===== src/rtl/elastic_pipeline_register_if.sv =====
// Valid/ready stream bundle for elastic_pipeline_register.
// Upstream side: In_Data, In_Valid, Out_Ready. Downstream side: Out_Data, Out_Valid, In_Ready.
// In_Flush travels with the bundle because it qualifies every transfer on it.
// The slave modport is the pipeline's view; the master modport is the surrounding logic's view.
interface elastic_pipeline_register_if #(
    parameter int unsigned WIDTH = 32
);
    logic [WIDTH-1:0] In_Data;
    logic             In_Valid;
    logic             Out_Ready;
    logic [WIDTH-1:0] Out_Data;
    logic             Out_Valid;
    logic             In_Ready;
    logic             In_Flush;

    modport master (
        output In_Data,
        output In_Valid,
        output In_Ready,
        output In_Flush,
        input  Out_Ready,
        input  Out_Data,
        input  Out_Valid
    );

    modport slave (
        input  In_Data,
        input  In_Valid,
        input  In_Ready,
        input  In_Flush,
        output Out_Ready,
        output Out_Data,
        output Out_Valid
    );
endinterface


===== src/rtl/elastic_pipeline_register.sv =====
// Chain of STAGES elastic stages.
// Each stage has a main register and a skid register, so upstream ready is a pure register
// decode and never depends combinationally on the downstream ready.
// Optional occupancy counter: define PIPEREG_OCCUPANCY_EN to add the Out_Count port.
module elastic_pipeline_register #(
    parameter int unsigned      WIDTH   = 32,
    parameter int unsigned      STAGES  = 1,
    parameter logic [WIDTH-1:0] PRELOAD = '0
) (
    input  logic                              In_Clock,
    input  logic                              In_Reset_n,
    elastic_pipeline_register_if.slave        bus
`ifdef PIPEREG_OCCUPANCY_EN
    ,
    output logic [$clog2(2*STAGES+1)-1:0]     Out_Count
`endif
);

    typedef enum logic [1:0] {StEmpty, StBusy, StFull} state_e;

    state_e           state_q [STAGES];
    state_e           state_d [STAGES];
    logic [WIDTH-1:0] main_q  [STAGES];
    logic [WIDTH-1:0] main_d  [STAGES];
    logic [WIDTH-1:0] skid_q  [STAGES];
    logic [WIDTH-1:0] skid_d  [STAGES];
    logic [WIDTH-1:0] in_data [STAGES];

    logic [STAGES-1:0] st_valid;
    logic [STAGES-1:0] st_ready;
    logic [STAGES-1:0] in_valid;
    logic [STAGES-1:0] dn_ready;
    logic [STAGES-1:0] in_fire;
    logic [STAGES-1:0] out_fire;

    // Stitch stages into a chain and derive per-stage handshakes.
    always_comb begin
        in_valid = '0;
        dn_ready = '0;
        for (int k = 0; k < STAGES; k++) begin
            st_valid[k] = (state_q[k] != StEmpty);
            st_ready[k] = (state_q[k] != StFull);
        end
        in_valid[0] = bus.In_Valid;
        in_data[0]  = bus.In_Data;
        for (int k = 1; k < STAGES; k++) begin
            in_valid[k] = st_valid[k-1];
            in_data[k]  = main_q[k-1];
        end
        for (int k = 0; k < STAGES - 1; k++) begin
            dn_ready[k] = st_ready[k+1];
        end
        dn_ready[STAGES-1] = bus.In_Ready;
        in_fire  = in_valid & st_ready;
        out_fire = st_valid & dn_ready;
    end

    // Per-stage next state; flush overrides any concurrent transfer and drops its word.
    always_comb begin
        for (int k = 0; k < STAGES; k++) begin
            state_d[k] = state_q[k];
            main_d[k]  = main_q[k];
            skid_d[k]  = skid_q[k];
            unique case (state_q[k])
                StEmpty: begin
                    if (in_fire[k]) begin
                        main_d[k]  = in_data[k];
                        state_d[k] = StBusy;
                    end
                end
                StBusy: begin
                    if (in_fire[k] && out_fire[k]) begin
                        main_d[k] = in_data[k];
                    end else if (in_fire[k]) begin
                        skid_d[k]  = in_data[k];
                        state_d[k] = StFull;
                    end else if (out_fire[k]) begin
                        state_d[k] = StEmpty;
                    end
                end
                StFull: begin
                    if (out_fire[k]) begin
                        main_d[k]  = skid_q[k];
                        state_d[k] = StBusy;
                    end
                end
                default: state_d[k] = StEmpty;
            endcase
            if (bus.In_Flush) begin
                state_d[k] = StEmpty;
                main_d[k]  = PRELOAD;
                skid_d[k]  = PRELOAD;
            end
        end
    end

    // Stage state and data registers.
    always_ff @(posedge In_Clock or negedge In_Reset_n) begin
        if (!In_Reset_n) begin
            for (int k = 0; k < STAGES; k++) begin
                state_q[k] <= StEmpty;
                main_q[k]  <= PRELOAD;
                skid_q[k]  <= PRELOAD;
            end
        end else begin
            for (int k = 0; k < STAGES; k++) begin
                state_q[k] <= state_d[k];
                main_q[k]  <= main_d[k];
                skid_q[k]  <= skid_d[k];
            end
        end
    end

    assign bus.Out_Ready = st_ready[0];
    assign bus.Out_Valid = st_valid[STAGES-1];
    assign bus.Out_Data  = main_q[STAGES-1];

`ifdef PIPEREG_OCCUPANCY_EN
    localparam int unsigned CountW = $clog2(2*STAGES+1);

    logic [CountW-1:0] count_q;
    logic [CountW-1:0] count_d;

    // Words held across the whole chain: +1 on entry, -1 on exit.
    always_comb begin
        count_d = count_q;
        if (bus.In_Flush) begin
            count_d = '0;
        end else if (in_fire[0] && !out_fire[STAGES-1]) begin
            count_d = count_q + CountW'(1);
        end else if (!in_fire[0] && out_fire[STAGES-1]) begin
            count_d = count_q - CountW'(1);
        end
    end

    // Occupancy register.
    always_ff @(posedge In_Clock or negedge In_Reset_n) begin
        if (!In_Reset_n) begin
            count_q <= '0;
        end else begin
            count_q <= count_d;
        end
    end

    assign Out_Count = count_q;
`endif

endmodule


===== src/flat_wrapper.sv =====
// flat-port wrapper written by rule: the top's interface ports become plain ports
module elastic_pipeline_register_flat 
#(
    parameter int unsigned      WIDTH   = 32,
    parameter int unsigned      STAGES  = 1,
    parameter logic [WIDTH-1:0] PRELOAD = '0
)
  (In_Clock, In_Reset_n, bus_In_Data, bus_In_Valid, bus_In_Ready, bus_In_Flush, bus_Out_Ready, bus_Out_Data, bus_Out_Valid);
  elastic_pipeline_register_if #(.WIDTH(WIDTH)) bus_i ();
  input  logic In_Clock;
  input  logic In_Reset_n;
  input wire logic [$bits(bus_i.In_Data)-1:0] bus_In_Data;
  input wire logic [$bits(bus_i.In_Valid)-1:0] bus_In_Valid;
  input wire logic [$bits(bus_i.In_Ready)-1:0] bus_In_Ready;
  input wire logic [$bits(bus_i.In_Flush)-1:0] bus_In_Flush;
  output wire logic [$bits(bus_i.Out_Ready)-1:0] bus_Out_Ready;
  output wire logic [$bits(bus_i.Out_Data)-1:0] bus_Out_Data;
  output wire logic [$bits(bus_i.Out_Valid)-1:0] bus_Out_Valid;
  assign bus_i.In_Data = bus_In_Data;
  assign bus_i.In_Valid = bus_In_Valid;
  assign bus_i.In_Ready = bus_In_Ready;
  assign bus_i.In_Flush = bus_In_Flush;
  assign bus_Out_Ready = bus_i.Out_Ready;
  assign bus_Out_Data = bus_i.Out_Data;
  assign bus_Out_Valid = bus_i.Out_Valid;
  elastic_pipeline_register #(.WIDTH(WIDTH), .STAGES(STAGES), .PRELOAD(PRELOAD)) u_core (.In_Clock(In_Clock), .In_Reset_n(In_Reset_n), .bus(bus_i));
endmodule

===== config.mk =====
export PLATFORM = sky130hd
export DESIGN_NAME = elastic_pipeline_register_flat
export DESIGN_NICKNAME = d
export VERILOG_FILES = /design/src/rtl/elastic_pipeline_register_if.sv /design/src/rtl/elastic_pipeline_register.sv /design/src/flat_wrapper.sv
export SDC_FILE = /design/constraint.sdc
export NUM_CORES = 1
export LEC_CHECK = 0
export ABC_AREA = 1
export CORE_AREA = 4 4 84 86
export CTS_CLUSTER_SIZE = 40
export DETAILED_ROUTE_END_ITERATION = 16
export DIE_AREA = 0 0 88 90
export GPL_TIMING_DRIVEN = 0
export PLACE_DENSITY = 0.83
export SYNTH_ARGS = -nofsm -noshare
export SYNTH_HDL_FRONTEND = slang
export SYNTH_SLANG_ARGS = --single-unit

===== constraint.sdc =====
create_clock -name In_Clock -period 2.5 [get_ports In_Clock]
set_clock_uncertainty 0.05 [all_clocks]
set_input_delay 0.25 -clock In_Clock [delete_from_list [all_inputs] [get_ports In_Clock]]
set_output_delay 0.25 -clock In_Clock [all_outputs]
set_load 0.02 [all_outputs]

==> results.txt <==
Commonest cells in the synthesized netlist -> nand2_1, dfrtp_1, nand3_1, nor2_1, inv_1
Fin. Hold Viols -> 0
Die Height -> 90 um
WS Path Type -> flop to output pin
Switching Fraction -> 29.5%
Sequential power share -> 42.6%
Commonest register cell after synthesis -> dfrtp_1
Share of Yosys cell area claimed by the top area cell type -> 49.2%
Combinational fraction of design power -> 23.5%
Area delta synth->final -> 30.4%
Gpl congestion -> 0.831
Syn_area_per_cell -> 6.99 um^2
I/O Pins -> 71
Routed met2 length -> 4130 um
Initial antenna violation count -> 0
Initial Utilization -> 53.4%
Unrepaired setup endpoints after global routing -> false
Number of remaining DRC errors -> 0
Synth cell types -> 17
Initial DRT Pass Iterations -> 5
Area leader, netlist -> dfrtp_1
Pwr per Cell Area -> 655 nW/um^2
Core box area -> 6280 um^2
Syn_nets -> 517
DR top layer -> met4
# hold bufs at CTS -> 1
CTS tree -> done
Power, Total -> 2.87 mW
Pin count of the biggest net entering global routing -> 67
Clock Power Share -> 34.0%
Util after Layout -> 69.7%
Clk_lat worst skew -> 0.35 ns
Vias in the first global route -> 3,261
Sw Pwr -> 0.847 mW
CP max FO -> 10
Relative max-transition margin -> 43.9%
Ratio of final minimum period to clock period -> 93.1%
Leakage -> 2.56 nW
Antenna cells -> 0
Top cells by area, synth -> dfrtp_1, nand2_1, nand3_1
CP Capture Type -> output pin
Vias -> 3,386
Clock buffer depth -> 2
Clock sinks -> 66
Routed len/inst -> 13.6 um
H-Tree Depth -> 3
Port-buffer cells -> 70
Run status -> finished clean
Wire length on met3 -> 692 um
Min Tclk post-route -> 2.33 ns
DR iter-0 viols -> 305
Gr usage total -> 23.7%
Rows -> 29
Routed metal-1 wire length -> 3760 um
WP data required -> 2.20 ns
Post-DP HPWL -> 5950 um
Post-CTS sizing -> 0
Die area -> 7920 um^2
FMAX -> 430 MHz
VDD IR max -> 0.441 mV
Total gr overflow -> 0
Mapped Area -> 3350 um^2
Final net count -> 599
Final Max Tran Viols -> 0
TritonCTS buffer count -> 9
Multi-input gate area -> 1420 um^2
Clk pin slew, worst setup/hold paths -> 0.07 ns
Total setup buffers inserted after CTS -> 0
Sequential Area -> 1650 um^2
DR vias/cell -> 5.26
#FFs+latches synth -> 66
Fill cells -> 538
Async set-reset flop share out of synthesis -> 100%
Actual slew at the worst max-slew pin -> 0.841 ns
CP startpoint kind -> flop
Syn Inst Count -> 480
Internal Power -> 2.02 mW
Clock Tree Root -> clkbuf_8
Die width -> 88 um
Hold/Removal Path Class -> flop to flop
Final wirelength -> 8760 um
Share of layout cells above drive strength 1 -> 7.41%
First-pass GRT wire length -> 15,000 um
YS warnings -> 0
Most common cell in the synthesized netlist -> nand2_1
Number of synthesized flops with an enable pin -> 0
Setup violations, final -> 0
# Max-Cap Violations -> 0
Sequential-to-total area share from yosys stat -> 49.2%
Crit path arrival time -> 2.03 ns
Routed Antenna Nets -> 0
state kept, by name, indices dropped and copies added, names as in the netlist:
| name | cells |
|---|---|
| u_core.bus.Out_Data | 32 |
| u_core.skid_q | 32 |
| u_core.state_q | 2 |
layout by cell type, fill, tap and decap left out:
master | netlist | routed
a21oi_1 | 2 | 2
buf_1 | 5 | 5
buf_2 | 17 | 17
buf_4 | 3 | 4
bufinv_16 | 0 | 1
clkbuf_1 | 4 | 6
clkbuf_8 | 0 | 13
clkdlybuf4s50_1 | 0 | 69
dfrtp_1 | 66 | 66
dlygate4sd3_1 | 0 | 1
inv_1 | 36 | 36
inv_2 | 2 | 2
nand2_1 | 201 | 201
nand2_2 | 3 | 3
nand3_1 | 66 | 66
nand4_1 | 3 | 3
nand4_2 | 1 | 1
nor2_1 | 66 | 66
nor2_2 | 1 | 1
nor3_1 | 1 | 1
o21ai_0 | 3 | 3
stage by stage:
stage,hold WS (ns),instance area [um^2],setup slack (ns),std cells,setup TNS [ns]
after CTS,0.412,4380,0.206,644,0
final,0.418,4380,0.172,644,0
after detailed placement,0.363,4150,0.575,627,0
after floorplan,-0.0956,3350,1.18,480,0
after global placement,0.406,4150,-1.04,627,-68.21
after global routing,0.441,4380,0.110,644,0
layer usage:
layer  up-vias  GRT usage, %
met4         0          11.0
li1       1629             -
met2       173          35.1
met5         -             0
met1      1563          33.3
met3        21          4.48
path summary, 6_finish.rpt:
| path | start | end | slack, ns | depth (start not counted) |
|---|---|---|---|---|
| min in group asynchronous | In_Reset_n | u_core.bus.Out_Data[8] | 0.49 | 2 |
| max | u_core.state_q[0] | bus_Out_Ready | 0.17 | 4 |
| min | u_core.bus.Out_Data[7] | u_core.bus.Out_Data[7] | 0.42 | 2 |
| max reg2reg | u_core.state_q[1] | u_core.skid_q[4] | 0.83 | 7 |
| min reg2reg | u_core.bus.Out_Data[7] | u_core.bus.Out_Data[7] | 0.42 | 2 |
| max in group asynchronous | In_Reset_n | u_core.bus.Out_Data[4] | 1.35 | 2 |
critical path: stages (launching register included):
cell,delay [ns]
dfrtp_1,0.46
inv_2,0.13
nand2_2,0.19
buf_2,0.26
clkdlybuf4s50_1,0.64
layout make-up:
type	count	share of cell area, %
flip-flops and latches	66	37.7
clock inverters	1	0.686
plain buffers	29	3.23
well taps	77	2.20
inverters	38	3.26
multi-input cells	347	32.4
repair buffers	71	16.2
clock buffers	15	4.26
power groups by stage:
stage / Sequential, mW / Combinational, mW / Clock [mW]
CTS: 1.22 / 0.676 / 0.991
detailed placement: 1.24 / 0.670 / 0
floorplan: 1.33 / 0.260 / 0
global route: 1.23 / 0.739 / 1.03
global placement: 1.23 / 0.657 / 0
finish: 1.22 / 0.674 / 0.974
cells by family after synthesis:
kind of cell	Yosys count	synth area share [%]
AO/OA/AOI/OAI	5	0.746
buffers and inverters	67	8.47
AND/OR/NAND/NOR	342	41.6
flip-flops	66	49.2
Note: power is estimated with default switching activity, not from simulation.
